$ cat src/rtl/ccg_lut_eval_pipe_pkg.sv
// Shared types and helpers for the programmable LUT evaluator.
// CCG_LUT_PARITY_EN (see top) selects the per-row parity option.
package ccg_lut_eval_pipe_pkg;

  typedef enum logic {
    LOAD = 1'b0,
    RUN  = 1'b1
  } ccg_state_e;

  function automatic int ccg_depth(input int n);
    return 1 << n;
  endfunction

  // Even parity over a zero-extended row; a stored row including its parity bit folds to 0.
  function automatic logic ccg_par(input logic [63:0] d);
    return ^d;
  endfunction

endpackage

$ cat src/rtl/ccg_lut_eval_pipe_if.sv
// Config and streaming signals of the LUT evaluator.
// The master drives config and vectors; the slave is the evaluator itself.
interface ccg_lut_eval_pipe_if #(
  parameter int NUM_IN  = 5,
  parameter int NUM_OUT = 17
);
  logic               cfg_clear;
  logic               cfg_we;
  logic [NUM_IN-1:0]  cfg_addr;
  logic [NUM_OUT-1:0] cfg_data;
  logic               cfg_done;
  logic               cfg_err;
  logic               run;
  logic               in_valid;
  logic               in_ready;
  logic [NUM_IN-1:0]  in_x;
  logic               out_valid;
  logic               out_ready;
  logic [NUM_OUT-1:0] out_f;
  logic               par_err;

  modport master (
    output cfg_clear, cfg_we, cfg_addr, cfg_data, cfg_done,
    output in_valid, in_x, out_ready,
    input  cfg_err, run, in_ready, out_valid, out_f, par_err
  );

  modport slave (
    input  cfg_clear, cfg_we, cfg_addr, cfg_data, cfg_done,
    input  in_valid, in_x, out_ready,
    output cfg_err, run, in_ready, out_valid, out_f, par_err
  );
endinterface

$ cat src/rtl/ccg_lut_eval_pipe_pipe_stage.sv
// One valid/ready register slice; data only updates on a valid load so it holds
// its last value while empty.
module ccg_lut_eval_pipe_pipe_stage #(
  parameter int W = 8
) (
  input  logic         clk,
  input  logic         rst,
  input  logic         flush,
  input  logic         load_en,
  input  logic         in_valid,
  input  logic [W-1:0] in_data,
  output logic         valid,
  output logic [W-1:0] data
);

  always_ff @(posedge clk or posedge rst) begin
    if (rst) begin
      valid <= 1'b0;
      data  <= '0;
    end else if (flush) begin
      valid <= 1'b0;
    end else if (load_en) begin
      valid <= in_valid;
      if (in_valid) data <= in_data;
    end
  end

endmodule

$ cat src/rtl/ccg_lut_eval_pipe.sv
// Table-loaded NUM_IN -> NUM_OUT function evaluator with a 2-stage stream pipeline.
// Define CCG_LUT_PARITY_EN to store and check an even-parity bit per row.
//
//   state | meaning
//   LOAD  | rows written via cfg_we, pipeline closed (in_ready=0)
//   RUN   | table frozen, vectors stream through S1 (x) and S2 (table[x])
module ccg_lut_eval_pipe
  import ccg_lut_eval_pipe_pkg::*;
#(
  parameter int NUM_IN  = 5,
  parameter int NUM_OUT = 17
) (
  input logic clk,
  input logic rst,
  ccg_lut_eval_pipe_if.slave bus
);

  localparam int DEPTH = ccg_depth(NUM_IN);
`ifdef CCG_LUT_PARITY_EN
  localparam int ROW_W = NUM_OUT + 1;
`else
  localparam int ROW_W = NUM_OUT;
`endif

  ccg_state_e         state_q;
  logic [DEPTH-1:0]   map_q;
  logic [DEPTH-1:0]   map_upd;
  logic               cfg_err_q;
  logic [ROW_W-1:0]   table_q [DEPTH];
  logic [ROW_W-1:0]   wr_row;
  logic [ROW_W-1:0]   rd_row;
  logic [NUM_OUT-1:0] rd_f;

  logic               s1_v;
  logic               s2_v;
  logic               s1_load;
  logic               s2_load;
  logic               s1_in_v;
  logic [NUM_IN-1:0]  s1_x;
  logic [NUM_OUT-1:0] s2_f;

  // Done must see a row written in the same cycle.
  always_comb begin
    map_upd = map_q;
    if (bus.cfg_we) map_upd[bus.cfg_addr] = 1'b1;
  end

  always_ff @(posedge clk or posedge rst) begin
    if (rst) begin
      state_q   <= LOAD;
      map_q     <= '0;
      cfg_err_q <= 1'b0;
    end else if (bus.cfg_clear) begin
      state_q <= LOAD;
      map_q   <= '0;
    end else begin
      case (state_q)
        LOAD: begin
          map_q <= map_upd;
          if (bus.cfg_done) begin
            if (&map_upd) state_q   <= RUN;
            else          cfg_err_q <= 1'b1;
          end
        end
        RUN: begin
          if (bus.cfg_we) cfg_err_q <= 1'b1;
        end
        default: state_q <= LOAD;
      endcase
    end
  end

`ifdef CCG_LUT_PARITY_EN
  assign wr_row = {ccg_par(64'(bus.cfg_data)), bus.cfg_data};
`else
  assign wr_row = bus.cfg_data;
`endif

  // Contents are don't-care until written, so the table carries no reset.
  always_ff @(posedge clk) begin
    if (state_q == LOAD && bus.cfg_we && !bus.cfg_clear)
      table_q[bus.cfg_addr] <= wr_row;
  end

  assign rd_row = table_q[s1_x];
  assign rd_f   = rd_row[NUM_OUT-1:0];

  assign s2_load      = ~s2_v | bus.out_ready;
  assign s1_load      = ~s1_v | s2_load;
  assign bus.in_ready = (state_q == RUN) & s1_load;
  assign s1_in_v      = bus.in_valid & bus.in_ready;

  ccg_lut_eval_pipe_pipe_stage #(.W(NUM_IN)) u_s1 (
    .clk      (clk),
    .rst      (rst),
    .flush    (bus.cfg_clear),
    .load_en  (s1_load),
    .in_valid (s1_in_v),
    .in_data  (bus.in_x),
    .valid    (s1_v),
    .data     (s1_x)
  );

  ccg_lut_eval_pipe_pipe_stage #(.W(NUM_OUT)) u_s2 (
    .clk      (clk),
    .rst      (rst),
    .flush    (bus.cfg_clear),
    .load_en  (s2_load),
    .in_valid (s1_v),
    .in_data  (rd_f),
    .valid    (s2_v),
    .data     (s2_f)
  );

`ifdef CCG_LUT_PARITY_EN
  logic par_err_q;

  always_ff @(posedge clk or posedge rst) begin
    if (rst)
      par_err_q <= 1'b0;
    else if (!bus.cfg_clear && s1_v && s2_load && ccg_par(64'(rd_row)))
      par_err_q <= 1'b1;
  end

  assign bus.par_err = par_err_q;
`else
  assign bus.par_err = 1'b0;
`endif

  assign bus.run       = (state_q == RUN);
  assign bus.cfg_err   = cfg_err_q;
  assign bus.out_valid = s2_v;
  assign bus.out_f     = s2_f;

endmodule

$ cat src/flat_wrapper.sv
// flat-port wrapper written by rule: the top's interface ports become plain ports
module ccg_lut_eval_pipe_flat import ccg_lut_eval_pipe_pkg::*;
#(
  parameter int NUM_IN  = 5,
  parameter int NUM_OUT = 17
)
  (clk, rst, bus_cfg_clear, bus_cfg_we, bus_cfg_addr, bus_cfg_data, bus_cfg_done, bus_in_valid, bus_in_x, bus_out_ready, bus_cfg_err, bus_run, bus_in_ready, bus_out_valid, bus_out_f, bus_par_err);
  ccg_lut_eval_pipe_if #(.NUM_IN(NUM_IN), .NUM_OUT(NUM_OUT)) bus_i ();
  input logic clk;
  input logic rst;
  input wire logic [$bits(bus_i.cfg_clear)-1:0] bus_cfg_clear;
  input wire logic [$bits(bus_i.cfg_we)-1:0] bus_cfg_we;
  input wire logic [$bits(bus_i.cfg_addr)-1:0] bus_cfg_addr;
  input wire logic [$bits(bus_i.cfg_data)-1:0] bus_cfg_data;
  input wire logic [$bits(bus_i.cfg_done)-1:0] bus_cfg_done;
  input wire logic [$bits(bus_i.in_valid)-1:0] bus_in_valid;
  input wire logic [$bits(bus_i.in_x)-1:0] bus_in_x;
  input wire logic [$bits(bus_i.out_ready)-1:0] bus_out_ready;
  output wire logic [$bits(bus_i.cfg_err)-1:0] bus_cfg_err;
  output wire logic [$bits(bus_i.run)-1:0] bus_run;
  output wire logic [$bits(bus_i.in_ready)-1:0] bus_in_ready;
  output wire logic [$bits(bus_i.out_valid)-1:0] bus_out_valid;
  output wire logic [$bits(bus_i.out_f)-1:0] bus_out_f;
  output wire logic [$bits(bus_i.par_err)-1:0] bus_par_err;
  assign bus_i.cfg_clear = bus_cfg_clear;
  assign bus_i.cfg_we = bus_cfg_we;
  assign bus_i.cfg_addr = bus_cfg_addr;
  assign bus_i.cfg_data = bus_cfg_data;
  assign bus_i.cfg_done = bus_cfg_done;
  assign bus_i.in_valid = bus_in_valid;
  assign bus_i.in_x = bus_in_x;
  assign bus_i.out_ready = bus_out_ready;
  assign bus_cfg_err = bus_i.cfg_err;
  assign bus_run = bus_i.run;
  assign bus_in_ready = bus_i.in_ready;
  assign bus_out_valid = bus_i.out_valid;
  assign bus_out_f = bus_i.out_f;
  assign bus_par_err = bus_i.par_err;
  ccg_lut_eval_pipe #(.NUM_IN(NUM_IN), .NUM_OUT(NUM_OUT)) u_core (.clk(clk), .rst(rst), .bus(bus_i));
endmodule
$ cat config.mk
export PLATFORM = sky130hd
export DESIGN_NAME = ccg_lut_eval_pipe_flat
export DESIGN_NICKNAME = d
export VERILOG_FILES = /design/src/rtl/ccg_lut_eval_pipe_pkg.sv /design/src/rtl/ccg_lut_eval_pipe_if.sv /design/src/rtl/ccg_lut_eval_pipe_pipe_stage.sv /design/src/rtl/ccg_lut_eval_pipe.sv /design/src/flat_wrapper.sv
export SDC_FILE = /design/constraint.sdc
export NUM_CORES = 1
export LEC_CHECK = 0
export ABC_CLOCK_PERIOD_IN_PS = 3000
export CAP_MARGIN = 20
export CORE_UTILIZATION = 30
export DETAILED_ROUTE_END_ITERATION = 16
export SLEW_MARGIN = 20
export SYNTH_ARGS = -nofsm -noshare
export SYNTH_HDL_FRONTEND = slang
export SYNTH_SLANG_ARGS = --single-unit
$ cat constraint.sdc
create_clock -name clk -period 3 [get_ports clk]
set_input_delay 0.6 -clock clk [delete_from_list [all_inputs] [get_ports clk]]
set_output_delay 0.6 -clock clk [all_outputs]
set_load 0.05 [all_outputs]
After elaboration in Yosys (flattened, before gate mapping)
Memory sizes are Yosys's and may differ from the RTL's. A register that Yosys moved wholly into a read port is not among the register bits. Cells that the tools add are included.

Output and inout port bits: 22. RAM bits: 544. Word-level logic and storage cells: 51. Memories kept: 1. Input bits: 34. Bits in registers: 41.

Memory list: u_core.table_q (words 32, bits a word 17, read ports 1, clocked after Yosys merged registers in 1, write ports 1, line ccg_lut_eval_pipe.sv:29) `logic [ROW_W-1:0] table_q [DEPTH];`.

Reduce and logical (&&, ||, !) cells: 10. Multiplexer cells: 19. Bitwise operators: 9. Equality and inequality tests: 4. Order comparisons: 2.

Operators by type and width (number): two-way mux 32 bit (3); OR 32 bit (1); AND reduction 32 bit (1); two-way mux 1 bit (14); inequality test 2 bit, second input constant (4); less-than comparator 5 x 6 -> 1 bit, second input constant (1); AND reduction 3 bit (2); demux 1 bit (select 5 bit) (1); greater-or-equal comparator 5 x 1 -> 1 bit, second input constant (1); inverter 1 bit (4); AND reduction 4 bit (1); nonzero test 2 bit (2); logical AND 1 bit (3); AND 1 bit (2); OR 1 bit (2); case mux 1 bit (2 select lines) (1); zero test 1 bit (1).

Depth between registers and ports, before layout
Gate-level depths: netlist of the first run.

Depth after elaboration: 11. Depth in mapped cells: 9. Mapped depth without buffers: 6.

Hierarchy
Synthesis of the first run repeated with hierarchy kept, for this count alone.

Cells, all modules: 1015. Area total of the unflattened synthesis: 23284.8 um^2.

By module, submodules not included: ccg_lut_eval_pipe (area an instance 22293.9 um^2, cells an instance 960, times used 1, sequential area each 17186.5 um^2); ccg_lut_eval_pipe_pipe_stage at u_core.u_s2 (area an instance 728.2 um^2, cells an instance 40, times used 1, sequential area each 450.4 um^2); ccg_lut_eval_pipe_pipe_stage at u_core.u_s1 (area an instance 262.8 um^2, cells an instance 15, times used 1, sequential area each 150.1 um^2).

Least setup slack after synthesis of the first run
No wires, ideal clock.

Path kind: reg2reg. From: reg u_core.u_s2.valid. To: reg u_core.u_s1.data[0]. Stages on the path, launching flop included: 5. Clock period less this slack: 2.865 ns. Arrival: 2.741 ns. Path buffers: 0. Required time: 2.875 ns. Path slack: 0.135 ns. Setup time: 0.125 ns. Cells stage by stage: dfrtp_1 > nor2b_1 > a21boi_0 > nand3_1 > mux2_2.

Word-level cells in the longest chain between the ends: 6.

Ends and longest elaborated chain: from (decl) (line ccg_lut_eval_pipe_pipe_stage.sv:12) `output logic valid,`; from (signal assigned) (line ccg_lut_eval_pipe_pipe_stage.sv:23) `valid <= in_valid;`; inverter 1 bit (line ccg_lut_eval_pipe.sv:88) `assign s2_load = ~s2_v | bus.out_ready;`; OR 1 bit (line ccg_lut_eval_pipe.sv:88); OR 1 bit (line ccg_lut_eval_pipe.sv:89) `assign s1_load = ~s1_v | s2_load;`; AND 1 bit (line ccg_lut_eval_pipe.sv:90) `assign bus.in_ready = (state_q == RUN) & s1_load;`; net bus_in_ready (line flat_wrapper.sv:21) `output wire logic [$bits(bus_i.in_ready)-1:0] bus_in_ready;`; AND 1 bit (line ccg_lut_eval_pipe.sv:91) `assign s1_in_v = bus.in_valid & bus.in_ready;`; AND reduction 3 bit (no source line); to (signal assigned) (line ccg_lut_eval_pipe_pipe_stage.sv:24) `if (in_valid) data <= in_data;`; to (decl) (line ccg_lut_eval_pipe_pipe_stage.sv:13) `output logic [W-1:0] data`.

The timed path passes the listed nets, and every way through them passes these cells. A chain may end at the register's enable or synchronous reset.

==> results.tsv, run 1 <==
stage	metric	value	unit
timing	hold_viol_final	0	
setup_path	crit_type	reg -> reg	
synthesis	synth_area_leader_cell	edfxtp_1	
clock_network	ctsResizeCount	0	
die	ios	56	
layout	drive_gt1_share	29.71	%
clock_network	clock_latency	0.64	ns
synthesis	ys_ff_latch	602	
global_route	grtUsageTotal	14.14	%
synthesis	synth_nets	1099	
setup_path	cp-startpoint	u_core.u_s1.data[0]$_DFFE_PP0P_	
global_route	grt_pass1_vias	11880	
timing	maxSlewHeadroom	62.18	%
die	coreArea	0.07633	mm²
setup_path	slowest_delay	0.72	ns
clock_network	htree_levels	2	
clock_network	clkSlewWorstSetupHoldPaths	0.06	ns
setup_path	critical_path_buf_inv_count	1	
synthesis	ys.flop_type	edfxtp_1	
placement	dp_hpwl	34610	µm
outcome	status	completed	
placement	gp_congestion	0.8531	
die	row_count	101	
die	initial_utilization	30.50	%
setup_path	start_kind	flip-flop	
synthesis	avgSynthCellArea	21.86	µm²
setup_path	path_cells	buf_12 > mux4_2 > mux4_2 > o21ai_1 > nand2_1	
setup_path	slowest_stage	dfrtp_4	
timing	finalSetupViolations	0	
route	drt-vias-per-instance	4.982	
timing	fmax	377.3	MHz
timing	maxSlewViolCount	0	
clock_network	cts_tree	yes	
die	die_area	0.07872	mm²
setup_path	cpMostUsedCell	mux4_2	
global_route	grt_first_pass_wirelength	80700	µm
timing	skew	0.03233	ns
synthesis	synthTopCellsByArea	edfxtp_1 70%, mux4_2 13%, dfrtp_1 6.2%, mux4_1 1.6%, mux2i_1 1.5%	
synthesis	syn-cell-area	0.02328	mm²
clock_network	post_cts.repair.setup_buffers	0	
pwr	p_leak	9.009	nW
timing	post-route-period-util	88.35	%
synthesis	synthAdderAreaFrac	0	%
route	drt_pass1_iterations	5	
route	num_vias	11500	
clock_network	numClockSinks	602	
clock_network	cts_buffer_depth	3	
setup_path	path_max_fanout	23	
synthesis	synth_xor_area_share	0	%
setup_path	cp.required	3.49	ns
placement	io_buffer_count	54	
route	routed_wl	55240	µm
layout	nets	1264	
setup_path	r2r_start	u_core.u_s1.data[0]$_DFFE_PP0P_	
setup_path	crit_family	multiplexers	
synthesis	seq_area_frac_synth	76.41	%
synthesis	synthSimpleGateAreaFrac	2.424	%
timing	fin_hold_ws	0.3500	ns
setup_path	worstSetupEndpointType	flip-flop	
timing	rsz0062_at_grt	no	
route	drc	0	
route	post_drt_wl_per_cell	23.92	µm
pwr	power-per-cell-area	601.2	mW/mm²
layout	antennaDiodeCount	0	
layout	postLayoutCoreUtil	36.52	%
setup_path	critical_path_arrival	3.14	ns
synthesis	yosys_warnings	0	
clock_network	cts.hold.buffers_added	0	
layout	areaGrowthSynthToFinish	19.72	%
die	fp.dieH	280.6	µm
synthesis	synth_top_cell_area_share	70.17	%
synthesis	synth_top_family_by_area	multiplexers	
global_route	grt_max_degree	59	
synthesis	yosysUniqueCellTypes	41	
synthesis	synthCells	1065	
min_path	hold_path_class	in -> async	
clock_network	cts_buffers	59	
synthesis	async_flop_share	9.635	%
route	ant_nets	0	
global_route	antenna_found_initial	2	
synthesis	muxShareOfSynthArea	16.73	%
global_route	overflow	0	
die	fp.dieW	280.6	µm
route	drtIter0Drc	1111	
timing	worstMarginPinSlew	0.5659	ns
pwr	peakVddDrop	0.4548	mV
timing	fin_crit	2.651	ns
synthesis	synth_edf_count	544	
layout	nFillCells	7020	
synthesis	synth_compound_area_share	2.956	%
clock_network	cts_root_buf	clkbuf_16	
job	maxCapViolations	0	
path summary, 6_finish.rpt:
path / end / slack, ns / cells after the start
min: u_core.map_q[21]$_DFFE_PP0P_ / 0.35 / 3
min reg2reg: u_core.u_s2.data[11]$_DFFE_PP0P_ / 0.48 / 2
max: u_core.u_s2.data[16]$_DFFE_PP0P_ / 0.35 / 5
max reg2reg: u_core.u_s2.data[16]$_DFFE_PP0P_ / 0.35 / 5
min in group clk: u_core.u_s2.data[11]$_DFFE_PP0P_ / 0.48 / 2
max in group asynchronous: u_core.u_s1.data[2]$_DFFE_PP0P_ / 2.29 / 3
cell usage after synthesis (5+ instances only):
cell type  count
a21o_1        32
a21oi_1       32
a221oi_1      17
a22o_1         6
and3b_1        5
buf_2         16
buf_4          6
buf_6          5
clkbuf_1      24
dfrtp_1       58
edfxtp_1     544
mux2_2         5
mux2i_1       34
mux4_1        14
mux4_2       139
nand2_1       29
nand2b_1       7
nor2_1        37
nor4_1         8
o21ai_1       11
metal layers:
metal | wire length (µm) | track usage [%] | vias to the layer above
met1 | 24020 | 19.87 | 6159
met5 | 0 | 0 | -
met3 | 3837 | 2.490 | 82
li1 | - | - | 4786
met4 | 1117 | 3.839 | 0
met2 | 26260 | 22.54 | 477
kinds of logic after synthesis:
| logic type | count (synthesis) |
|---|---|
| flops | 602 |
| compound gates | 102 |
| buf+inv | 58 |
| simple gates | 110 |
| other cells | 1 |
| mux | 192 |
cell type report:
| cell class | count | area (µm²) | area share, % |
|---|---|---|---|
| clock buffers | 80 | 1615 | 5.795 |
| clock inverters | 30 | 279.0 | 1.001 |
| inverters | 2 | 7.507 | 0.02693 |
| multi-input cells | 405 | 5236 | 18.79 |
| flip-flops and latches | 602 | 17800 | 63.86 |
| well taps | 1030 | 1289 | 4.624 |
| repair buffers | 160 | 1647 | 5.908 |
tightest hold or removal path, delay by kind of cell:
kind / cells / cell delay (ns)
buffers and inverters: 3 / 0.77
power breakdown:
group          switching, W  total [W]  internal, W
registers         0.0000149    0.00921      0.00920
clock network       0.00317    0.00721      0.00405
logic              0.000229   0.000329    0.0000998
cell usage in the layout, fill, tap and decap left out, drive strengths merged, types with 8 or more instances in the layout:
| master | instances |
|---|---|
| nand2 | 29 |
| clkbuf | 80 |
| o21ai | 12 |
| edfxtp | 544 |
| nor4 | 8 |
| a21o | 32 |
| clkdlybuf4s50 | 53 |
| clkinv | 24 |
| a21oi | 32 |
| mux4 | 153 |
| nor2 | 37 |
| mux2i | 34 |
| a221oi | 17 |
| dfrtp | 58 |
| buf | 107 |
metrics by stage:
step / power [W] / cell area [µm²] / setup WS, ns / cells / TNS (ns)
6_report: 0.01676 / 27870 / 0.3494 / 2309 / 0
4_1_cts: 0.01691 / 27870 / 0.2597 / 2309 / 0
3_5_place_dp: 0.009725 / 25980 / -0.07518 / 2199 / -0.07518
5_1_grt: 0.01723 / 27870 / 0.1548 / 2309 / 0
2_1_floorplan: 0.009479 / 23280 / 0.1346 / 1065 / 0
3_3_place_gp: 0.009710 / 25980 / 0.1224 / 2199 / 0
flip-flops by register name, summed over array words and instances (netlist names):
register,flops
u_core.u_s1.valid,1
u_core.bus.cfg_err,1
u_core.map_q,32
u_core.bus.run,1
u_core.u_s2.valid,1
u_core.u_s2.data,17
u_core.table_q,544
u_core.u_s1.data,5
Note: power is estimated with default switching activity, not from simulation.
==> run 2, diff against run 1 <==
--- a/config.mk
+++ b/config.mk
@@ -9,6 +9,8 @@
 export CAP_MARGIN = 20
 export CORE_UTILIZATION = 30
 export DETAILED_ROUTE_END_ITERATION = 16
+export RECOVER_POWER = 50
+export SKIP_LAST_GASP = 1
 export SLEW_MARGIN = 20
 export SYNTH_ARGS = -nofsm -noshare
 export SYNTH_HDL_FRONTEND = slang
==> constraint.sdc (replaced) <==
create_clock -name clk -period 3 [get_ports clk]
set_input_delay 0.6 -clock clk [delete_from_list [all_inputs] [get_ports clk]]
set_output_delay 0.6 -clock clk [all_outputs]
set_load 0.1 [all_outputs]
==> results.tsv, run 2 (synthesis results as in run 1) <==
stage	metric	value	unit
outcome	status	complete, but fails checks	
route	routed_wl	54190	µm
global_route	grt_pass1_vias	11880	
clock_network	cts_buffer_depth	3	
outcome	violations	capacitance limit, slew limit	
layout	regMostFlops	u_core.table_q	
setup_path	worstSetupEndpointType	flip-flop	
clock_network	htree_levels	2	
route	post_drt_wl_per_cell	23.61	µm
route	drc	0	
clock_network	clock_latency	0.61	ns
setup_path	crit_type	reg -> reg	
global_route	antenna_found_initial	0	
timing	maxSlewViolCount	137	
clock_network	ctsResizeCount	0	
die	fp.dieH	280.6	µm
pwr	power-per-cell-area	595.7	mW/mm²
die	row_count	101	
clock_network	cts_buffers	59	
layout	regArea	0.01780	mm²
route	drt_pass1_iterations	5	
die	initial_utilization	30.50	%
layout	largest_register_ff_count	544	
global_route	grt_first_pass_wirelength	80630	µm
timing	maxSlewHeadroom	-6.806	%
placement	dp_hpwl	33310	µm
layout	multiInputGateArea	0.005240	mm²
placement	placed_cells	2187	
layout	top_regs	u_core.table_q x544, u_core.map_q x32, u_core.u_s2.data x17	
timing	worstMarginPinSlew	1.602	ns
die	die_area	0.07872	mm²
die	coreArea	0.07633	mm²
route	drtIter0Drc	1076	
die	fp.dieW	280.6	µm
layout	nets	1252	
timing	skew	0.01405	ns
timing	hold_viol_final	0	
placement	dpl_cell_area	0.02597	mm²
global_route	grt_max_degree	38	
layout	mostFrequentLayoutCells	544 x edfxtp_1, 139 x mux4_2, 61 x clkbuf_16, 61 x buf_4, 55 x dfrtp_1	
route	drt-vias-per-instance	4.922	
clock_network	clkSlewWorstSetupHoldPaths	0.06	ns
setup_path	cp.required	3.47	ns
layout	design_area	0.02770	mm²
layout	nFillCells	7026	
timing	rsz0062_at_grt	no	
layout	finalNonFillerCells	2295	
clock_network	cts_tree	yes	
layout	antennaDiodeCount	0	
clock_network	post_cts.repair.setup_buffers	0	
layout	areaGrowthSynthToFinish	18.97	%
route	num_vias	11300	
setup_path	path_max_fanout	23	
timing	post-route-period-util	89.46	%
layout	final_common_cell	edfxtp_1	
layout	drive_gt1_share	29.01	%
timing	finalSetupViolations	0	
placement	pre_cts_ws	-0.01480	ns
pwr	finalPower	0.01650	W
timing	layout_setup_ws	0.3162	ns
die	ios	56	
clock_network	cts_root_buf	clkbuf_16	
route	ant_nets	0	
placement	io_buffer_count	54	
pwr	peakVddDrop	0.4570	mV
global_route	overflow	0	
clock_network	numClockSinks	602	
placement	gp_congestion	0.8613	
clock_network	cts.hold.buffers_added	0	
pwr	p_leak	8.916	nW
min_path	hold_path_class	reg -> reg	
timing	fin_crit	2.684	ns
global_route	grtUsageTotal	14.06	%
setup_path	critical_path_arrival	3.15	ns
timing	fmax	372.6	MHz
job	maxCapViolations	4	
setup_path	start_kind	flip-flop	
-- run 2: final cells by class --
class | count | area share, %
Clock inverter | 26 | 0.6505
Multi-Input combinational cell | 405 | 18.92
Inverter | 2 | 0.02711
Timing Repair Buffer | 148 | 5.584
Clock buffer | 82 | 5.904
Tap cell | 1030 | 4.653
Sequential cell | 602 | 64.26
-- run 2: per-layer routing --
layer	vias up	share of wire [%]	global-route usage (%)
met3	97	7.1	2.873
met1	6013	42	19.25
li1	4776	-	-
met2	410	48	22.73
met4	0	2.5	3.797
met5	-	0	0
-- run 2: path summary, 6_finish.rpt --
path	startpoint	endpoint	slack (ns)	cells after the start
worst min-delay path	u_core.u_s2.data[6]$_DFFE_PP0P_	u_core.u_s2.data[6]$_DFFE_PP0P_	0.48	2
worst max-delay path	u_core.u_s1.data[0]$_DFFE_PP0P_	u_core.u_s2.data[3]$_DFFE_PP0P_	0.32	5
worst max register to register	u_core.u_s1.data[0]$_DFFE_PP0P_	u_core.u_s2.data[3]$_DFFE_PP0P_	0.32	5
min in group asynchronous	rst	u_core.bus.cfg_err$_DFFE_PP0P_	0.71	2
max in group asynchronous	rst	u_core.u_s2.data[16]$_DFFE_PP0P_	0.65	3
worst min register to register	u_core.u_s2.data[6]$_DFFE_PP0P_	u_core.u_s2.data[6]$_DFFE_PP0P_	0.48	2
-- run 2: worst max-delay path: stages (launching register included) --
cell and delay [ns]:
dfrtp_4 0.72, buf_12 0.28, mux4_2 0.55, mux4_2 0.51
o21ai_1 0.35, nand2_1 0.09
-- run 2: stage by stage --
step / util, % / hold slack, ns / setup TNS (ns)
after floorplan: - / 0.4506 / 0
after global placement: 34.02 / 0.4661 / 0
after detailed placement: 34.02 / 0.4686 / -0.01480
after CTS: 36.40 / 0.3867 / 0
after global routing: 36.29 / 0.5002 / 0
final: 36.29 / 0.4787 / 0
-- run 2: power by group --
part	internal [W]	leakage [nW]	total (W)	switching [W]
clock network	0.00396	0.893	0.00696	0.00301
registers	0.00921	5.69	0.00922	0.0000152
logic	0.0000828	2.33	0.000310	0.000227
==> run 3, diff against run 2 <==
--- a/config.mk
+++ b/config.mk
@@ -9,6 +9,7 @@
 export CAP_MARGIN = 20
 export CORE_UTILIZATION = 30
 export DETAILED_ROUTE_END_ITERATION = 16
+export HOLD_SLACK_MARGIN = 0.06
 export RECOVER_POWER = 50
 export SKIP_LAST_GASP = 1
 export SLEW_MARGIN = 20
==> results of run 3 <==
No change in the layout: final DEF, timing and power equal those of run 2.
